==> src/rtl/ps2_frame_receiver.sv <==
// PS/2 device-to-host frame receiver: synchronizes and de-glitches the PS/2 clock,
// decodes 11-bit frames and folds 0xF0/0xE0 prefixes into break/extended flags.
module ps2_frame_receiver #(
    parameter int unsigned FILTER_LEN     = 8,
    parameter int unsigned TIMEOUT_CYCLES = 25000
) (
    input  logic       Clock,
    input  logic       Reset,
    input  logic       iPS2_CLK,
    input  logic       iPS2_DATA,
    output logic [7:0] oScanCode,
    output logic       oValid,
    output logic       oBreak,
    output logic       oExtended,
    output logic       oParityError,
    output logic       oFrameError,
    output logic       oBusy
);

    localparam int unsigned FW = $clog2(FILTER_LEN + 1);
    localparam int unsigned TW = $clog2(TIMEOUT_CYCLES + 1);
    localparam logic [FW-1:0] FILT_LAST = FW'(FILTER_LEN - 1);
    localparam logic [TW-1:0] TO_LAST   = TW'(TIMEOUT_CYCLES - 1);

    typedef enum logic [1:0] {IDLE, DATA, PARITY, STOP} state_t;

    state_t        state, state_next;
    logic          clk_s1, clk_s2, dat_s1, dat_s2;
    logic          clk_filt;
    logic [FW-1:0] filt_cnt;
    logic          strobe;
    logic [2:0]    bit_cnt;
    logic [7:0]    shift;
    logic          parity_bit;
    logic [TW-1:0] to_cnt;
    logic          brk_flag, ext_flag;
    logic          frame_end, timeout;
    logic          good, par_bad, stop_bad;

    // Filtered clock only follows the synchronized clock after FILTER_LEN
    // consecutive disagreeing cycles; the strobe marks its falling edge.
    always_ff @(posedge Clock) begin
        if (Reset) begin
            clk_s1   <= 1'b1;
            clk_s2   <= 1'b1;
            dat_s1   <= 1'b1;
            dat_s2   <= 1'b1;
            clk_filt <= 1'b1;
            filt_cnt <= '0;
            strobe   <= 1'b0;
        end else begin
            clk_s1 <= iPS2_CLK;
            clk_s2 <= clk_s1;
            dat_s1 <= iPS2_DATA;
            dat_s2 <= dat_s1;
            strobe <= 1'b0;
            if (clk_s2 == clk_filt) begin
                filt_cnt <= '0;
            end else if (filt_cnt == FILT_LAST) begin
                clk_filt <= clk_s2;
                filt_cnt <= '0;
                strobe   <= ~clk_s2;
            end else begin
                filt_cnt <= filt_cnt + 1'b1;
            end
        end
    end

    always_ff @(posedge Clock) begin
        if (Reset) state <= IDLE;
        else       state <= state_next;
    end

    always_comb begin
        state_next = state;
        frame_end  = 1'b0;
        timeout    = 1'b0;
        case (state)
            IDLE:    if (strobe && !dat_s2) state_next = DATA;
            DATA:    if (strobe && bit_cnt == 3'd7) state_next = PARITY;
            PARITY:  if (strobe) state_next = STOP;
            STOP: begin
                if (strobe) begin
                    state_next = IDLE;
                    frame_end  = 1'b1;
                end
            end
            default: state_next = IDLE;
        endcase
        if (state != IDLE && !strobe && to_cnt == TO_LAST) begin
            state_next = IDLE;
            timeout    = 1'b1;
        end
    end

    // A bad stop bit masks any parity failure in the same frame.
    assign stop_bad = frame_end & ~dat_s2;
    assign par_bad  = frame_end & dat_s2 & ~(^{shift, parity_bit});
    assign good     = frame_end & dat_s2 & (^{shift, parity_bit});
    assign oBusy    = (state != IDLE);

    always_ff @(posedge Clock) begin
        if (Reset) begin
            bit_cnt      <= '0;
            shift        <= '0;
            parity_bit   <= 1'b0;
            to_cnt       <= '0;
            brk_flag     <= 1'b0;
            ext_flag     <= 1'b0;
            oScanCode    <= '0;
            oValid       <= 1'b0;
            oBreak       <= 1'b0;
            oExtended    <= 1'b0;
            oParityError <= 1'b0;
            oFrameError  <= 1'b0;
        end else begin
            oValid       <= 1'b0;
            oParityError <= par_bad;
            oFrameError  <= stop_bad | timeout;

            if (state == IDLE || strobe) to_cnt <= '0;
            else                         to_cnt <= to_cnt + 1'b1;

            if (strobe) begin
                case (state)
                    IDLE:   bit_cnt <= '0;
                    DATA: begin
                        shift   <= {dat_s2, shift[7:1]};
                        bit_cnt <= bit_cnt + 1'b1;
                    end
                    PARITY: parity_bit <= dat_s2;
                    default: ;
                endcase
            end

            if (stop_bad || par_bad || timeout) begin
                brk_flag <= 1'b0;
                ext_flag <= 1'b0;
            end else if (good) begin
                if (shift == 8'hF0) begin
                    brk_flag <= 1'b1;
                end else if (shift == 8'hE0) begin
                    ext_flag <= 1'b1;
                end else begin
                    oValid    <= 1'b1;
                    oScanCode <= shift;
                    oBreak    <= brk_flag;
                    oExtended <= ext_flag;
                    brk_flag  <= 1'b0;
                    ext_flag  <= 1'b0;
                end
            end
        end
    end

endmodule
==> config.mk <==
export PLATFORM = sky130hd
export DESIGN_NAME = ps2_frame_receiver
export DESIGN_NICKNAME = d
export VERILOG_FILES = /design/src/rtl/ps2_frame_receiver.sv
export SDC_FILE = /design/constraint.sdc
export NUM_CORES = 1
export LEC_CHECK = 0
export ABC_CLOCK_PERIOD_IN_PS = 5400
export CAP_MARGIN = 20
export CORE_AREA = 2 2 69 71
export DETAILED_ROUTE_END_ITERATION = 10
export DIE_AREA = 0 0 71 73
export PLACE_DENSITY = 0.83
export SKIP_CTS_REPAIR_TIMING = 1
export SLEW_MARGIN = 0
export SYNTH_ARGS = -nofsm -noshare
export SYNTH_HDL_FRONTEND = slang
export SYNTH_SLANG_ARGS = --single-unit
==> constraint.sdc <==
create_clock -name Clock -period 5.4 [get_ports Clock]
set_input_delay 1.08 -clock Clock [delete_from_list [all_inputs] [get_ports Clock]]
set_output_delay 1.08 -clock Clock [all_outputs]
set_load 0.005 [all_outputs]
==> results of run 1 <==
==> how the worst max path moves through the flow <==
stage,from,endpoint,slack [ns]
after floorplan,state[0]$_SDFFE_PP0P_,oBusy,3.58
after global placement,Reset,to_cnt[7]$_SDFF_PP0_,2.75
after detailed placement,Reset,to_cnt[4]$_SDFF_PP0_,2.75
after CTS,state[0]$_SDFFE_PP0P_,oBusy,2.62
after global routing,state[0]$_SDFFE_PP0P_,oBusy,2.53
final,state[0]$_SDFFE_PP0P_,oBusy,2.62
==> critical path, delay by kind of cell, from the launching register on <==
family                     cells  cell delay, ns
adders and majority gates      1            0.28
DFF                            1            0.41
buffers and inverters          3            0.72
==> cells by family (layout without fill, tap and decap cells) <==
logic type      after synthesis  after routing  share of synthesized area, %
flops                        54             54                         47.03
mux                          13             13                         5.879
fa+ha+maj                     8              8                         4.355
xor+xnor                     19             19                         9.472
buf+inv                      17             33                         3.320
compound gates               31             31                         8.056
simple gates                107            107                         21.88
==> state kept, by name, summed over array words and instances (netlist names) <==
name / count
to_cnt: 15
oScanCode: 8
shift: 8
filt_cnt: 4
bit_cnt: 3
state: 2
brk_flag: 1
clk_filt: 1
clk_s1: 1
clk_s2: 1
dat_s1: 1
dat_s2: 1
ext_flag: 1
oBreak: 1
oExtended: 1
oFrameError: 1
oParityError: 1
oValid: 1
parity_bit: 1
strobe: 1
==> power breakdown <==
group	switching (mW)	internal, mW
clock network	0.122	0.148
logic	0.00522	0.00436
registers	0.000897	0.399
==> per-stage QoR <==
| stage | hold slack [ns] | power, mW | worst slack [ns] |
|---|---|---|---|
| 6_report | 0.4177 | 0.6800 | 2.616 |
| 3_3_place_gp | 0.3917 | 0.4191 | 2.750 |
| 2_1_floorplan | 0.3895 | 0.4151 | 3.582 |
| 4_1_cts | 0.4210 | 0.6868 | 2.621 |
| 3_5_place_dp | 0.3932 | 0.4192 | 2.746 |
| 5_1_grt | 0.4353 | 0.7010 | 2.530 |
==> cell usage after synthesis, types with 7 or more instances <==
cell type and count:
nand3_1 9, xor2_1 8, ha_1 8, nand2_1 31
or3_1 7, a21oi_1 15, nor2_1 36, mux2i_1 11
inv_1 8, dfxtp_1 54, xnor2_1 8
==> routing by layer <==
metal,global-route usage (%),part of all wire [%]
met5,0,0
met4,4.403,1.0
met3,4.696,4.5
met1,18.20,46
met2,28.14,48
==> final cells by class <==
class	count	area share [%]
clock buffers	6	3.164
clock inverters	1	1.151
inverters	8	1.151
multi-input cells	178	43.72
flip-flops and latches	54	41.42
well taps	54	2.589
repair buffers	18	6.807
==> flow_summary.yaml, run 1 <==
status:
  status: "finished, final reports clean"
placed_design:
  dp.cells: 312
  postPlaceCellArea_sq_um: 2497
  place_congestion: 0.6790
  dp_hpwl_mm: 2.663
  place.port_buffers: 17
routing:
  drtPass1Iterations: 4
  wl_mm: 3.847
  dr.first_iter.drc_count: 91
  post_drt_wl_per_cell_um: 12.06
  routed_via_density: 5.285
  vias: 1686
  drc: 0
  ant_nets: 0
clocking:
  cts_tree: "done"
  clk_latency_ns: 0.30
  cts_buffer_depth: 2
  root_buffer: "clkbuf_8"
  htreeDepth: 2
  cts_sinks: 54
  cts.reportedPaths.clkPinSlew_ns: 0.09
  numCtsBuffers: 5
timing:
  final.min_clock_period_ns: 2.784
  drv_slew: 0
  period_share_pct: 51.55
  grt_setup_unrepaired: "false"
  setup_tns_ns: 0
  worst_pin_slew_ns: 0.9288
  finalSetupViolCount: 0
  max_freq_ghz: 0.3592
  slew_headroom_pct: 36.86
  fin_skew_ns: 0.006455
  finalHoldViolCount: 0
logic_synthesis:
  synthTopCellsByArea: "dfxtp_1, nor2_1, nand2_1"
  synth_edf_count: 0
  yosysSeqAreaShare_pct: 47.03
  avgSynthCellArea_sq_um: 9.231
  synth_async_sr_flop_share_pct: 0
  ys_types: 39
  synth_nets: 261
  yosysWarnings: 0
  synth_top_cell_by_area: "dfxtp_1"
  synthFlopType: "dfxtp_1"
  netlist_instances: 249
  ys_ff_latch: 54
  netlist_area_sq_um: 2298
  synth_top_area_share_pct: 47.03
setup_path:
  cp_common_cell: "inv_1"
  r2r_start: "shift[6]$_SDFFE_PP0P_"
  cp_cell_sequence: "inv_1 > ha_1 > inv_1 > clkdlybuf4s50_1"
  cp.arrival_ns: 1.70
  reg2reg_to: "ext_flag$_SDFFE_PP0P_"
  end_kind: "output pin"
  cpPeakStageDelay_ns: 0.51
  crit_slowest_cell: "clkdlybuf4s50_1"
  reg2regPathDepth: 5
  setup.worst_path.class: "reg2out"
  worst_setup_path_start_kind: "register"
  worstPathMaxFanout: 6
  required_ns: 4.32
  rrSetupSlack_ns: 3.03
final_layout:
  layout-drive-gt1-share_pct: 6.792
  layout.nets: 277
  stdcell_count: 319
  diodes: 0
  syn_to_final_growth_pct: 13.55
  finalCoreUtilization_pct: 57.54
  final_cell_mix: "dfxtp_1, nor2_1, nand2_1, clkdlybuf4s50_1, a21oi_1"
  n_fill_cell: 396
  regArea_sq_um: 1081
  design_area_sq_um: 2610
  multi_input_area_sq_um: 1141
  final_common_cell: "dfxtp_1"
global_route:
  grt_pass1_wl_mm: 6.513
  grt_overflow: 0
  grt_max_degree: 33
  first_global_vias: 1549
  grt_util_all_layers_pct: 15.69
  antenna_found_initial: 0
floorplan:
  core_area_sq_um: 4536
  io_pins: 18
  rows: 25
  die-width_um: 71
  start_util_pct: 50.68
  fp.dieH_um: 73
  die_area_sq_um: 5183
worst_hold_path:
  hold_path_end: "clk_s2$_SDFF_PP1_"
  min_from: "clk_s1$_SDFF_PP1_"
  whs_path_depth: 1
  hp-class: "reg2reg"
pwr:
  ir_drop_uv: 139.0
  p_per_area_nw_per_um2: 260.5
  p_leak_nw: 1.021
flow_run:
  drv_cap: 0
Power figures use the tool's default switching activity.
==> run 2, diff against run 1 <==
--- a/config.mk
+++ b/config.mk
@@ -5,7 +5,7 @@
 export SDC_FILE = /design/constraint.sdc
 export NUM_CORES = 1
 export LEC_CHECK = 0
-export ABC_CLOCK_PERIOD_IN_PS = 5400
+export ABC_CLOCK_PERIOD_IN_PS = 2900
 export CAP_MARGIN = 20
 export CORE_AREA = 2 2 69 71
 export DETAILED_ROUTE_END_ITERATION = 10
==> constraint.sdc (replaced) <==
create_clock -name Clock -period 2.9 [get_ports Clock]
set_input_delay 0.58 -clock Clock [delete_from_list [all_inputs] [get_ports Clock]]
set_output_delay 0.58 -clock Clock [all_outputs]
set_load 0.005 [all_outputs]
==> run 2 against run 1 <==
  * Flip-flop and latch count stayed put
  * Non-clock buffer count grew 1
  * Core utilization rose by 0.83 points
  * Cell area rose by 1.4%
  * Critical path depth unchanged
  * Global-route usage increased by 0.074 points
  * Clock power grew 120%
  * Combinational power rose by 86%
  * Worst hold slack improved by 0.0042 ns
  * Largest power group unchanged
==> flow_summary.yaml, run 2 (same netlist as run 1, synthesis figures left out) <==
final_layout:
  syn_to_final_growth_pct: 15.19
  diodes: 0
  final_cell_mix: "dfxtp_1, nor2_1, nand2_1, clkdlybuf4s50_1, a21oi_1"
  n_fill_cell: 394
  layout-drive-gt1-share_pct: 7.491
  reg_top3: "to_cnt x15, oScanCode x8, shift x8"
  stdcell_count: 321
  regMostFlops: "to_cnt"
  final_common_cell: "dfxtp_1"
  largest_register_ffs: 15
  layout.nets: 278
  finalCoreUtilization_pct: 58.37
flow_run:
  drv_cap: 0
routing:
  drc: 0
  vias: 1709
  post_drt_wl_per_cell_um: 11.73
  drtPass1Iterations: 4
  ant_nets: 0
  wl_mm: 3.765
  dr.first_iter.drc_count: 95
  routed_via_density: 5.324
placed_design:
  place_ws_ns: 0.9517
  dp.cells: 313
  place_congestion: 0.7920
  place.port_buffers: 17
  dp_hpwl_mm: 2.633
timing:
  worst_pin_slew_ns: 0.5882
  finalHoldViolCount: 0
  drv_slew: 0
  final.min_clock_period_ns: 2.267
  setup_tns_ns: 0
  finalSetupViolCount: 0
  period_share_pct: 78.16
  slew_headroom_pct: 60.23
  grt_setup_unrepaired: "false"
  max_freq_ghz: 0.4412
  hold_ws_ns: 0.4218
  fin_skew_ns: 0.006589
  fin_ws_ns: 0.6333
setup_path:
  required_ns: 2.32
  reg2regPathDepth: 6
  cp.depth: 4
  r2r_start: "shift[5]$_SDFFE_PP0P_"
  cp_common_cell: "inv_1"
  worst_setup_path_start_kind: "register"
  setup.worst_path.start: "state[0]$_SDFFE_PP0P_"
  cp_num_buf_inv: 3
  crit_family: "buffers and inverters"
  cpPeakStageDelay_ns: 0.52
  setup.worst_path.class: "reg2out"
  cp.arrival_ns: 1.69
  end_kind: "output pin"
  crit_slowest_cell: "clkdlybuf4s50_1"
  cp_cell_sequence: "inv_1 > ha_1 > inv_1 > clkdlybuf4s50_1"
  worstPathMaxFanout: 6
floorplan:
  core_area_sq_um: 4536
  die-width_um: 71
  rows: 25
  die_area_sq_um: 5183
  io_pins: 18
  fp.dieH_um: 73
  start_util_pct: 50.68
global_route:
  grt_util_all_layers_pct: 15.76
  use_met2_pct: 28.25
  top_usage_layer: "met2"
  grt_pass1_wl_mm: 6.437
  met1_usage_pct: 17.63
  grt_overflow: 0
  first_global_vias: 1550
  grt_max_degree: 32
  use_met3_pct: 3.729
  antenna_found_initial: 0
worst_hold_path:
  hp-class: "reg2reg"
  whs_path_depth: 1
  min_from: "clk_s1$_SDFF_PP1_"
pwr:
  ir_drop_uv: 285.7
  p_per_area_nw_per_um2: 513.8
  p_leak_nw: 1.039
clocking:
  numCtsBuffers: 5
  cts_tree: "done"
  htreeDepth: 2
  root_buffer: "clkbuf_8"
  cts_buffer_depth: 2
  clk_latency_ns: 0.30
  cts.reportedPaths.clkPinSlew_ns: 0.09
  cts_sinks: 54
status:
  status: "finished, final reports clean"
## run 2: changes by cell type in the layout (fill, tap and decap cells not counted), sizes merged
cell / change
buf: +1
bufinv: +1
## run 2: worst paths after layout
check                           slack (ns)                    end
worst max-delay path                  0.63                  oBusy
worst min-delay path                  0.42      clk_s2$_SDFF_PP1_
worst max register to register        0.96  brk_flag$_SDFFE_PP0P_
worst min register to register        0.42      clk_s2$_SDFF_PP1_
## run 2: cell type report
cell class,instances,area [sq um],share of cell area [%]
Clock buffer,6,82.58,3.119
Clock inverter,2,60.06,2.268
Inverter,8,30.03,1.134
Multi-Input combinational cell,178,1141,43.10
Sequential cell,54,1081,40.83
Tap cell,54,67.56,2.552
Timing Repair Buffer,19,185.2,6.994
## run 2: power breakdown
part           switching [mW]  internal, mW
logic                 0.00968       0.00812
registers             0.00175         0.744
clock network           0.229         0.368
## run 2: metrics by stage
stage	power (mW)	cell area, sq um
finish	1.360	2648
global route	1.405	2648
CTS	1.377	2648
detailed placement	0.7811	2505
global placement	0.7806	2505
floorplan	0.7730	2298
## run 2: metal layers
| layer | part of all wire (%) | vias up |
|---|---|---|
| met5 | 0 | - |
| li1 | - | 876 |
| met1 | 45 | 796 |
| met4 | 1.9 | 0 |
| met2 | 50 | 28 |
| met3 | 3.2 | 9 |
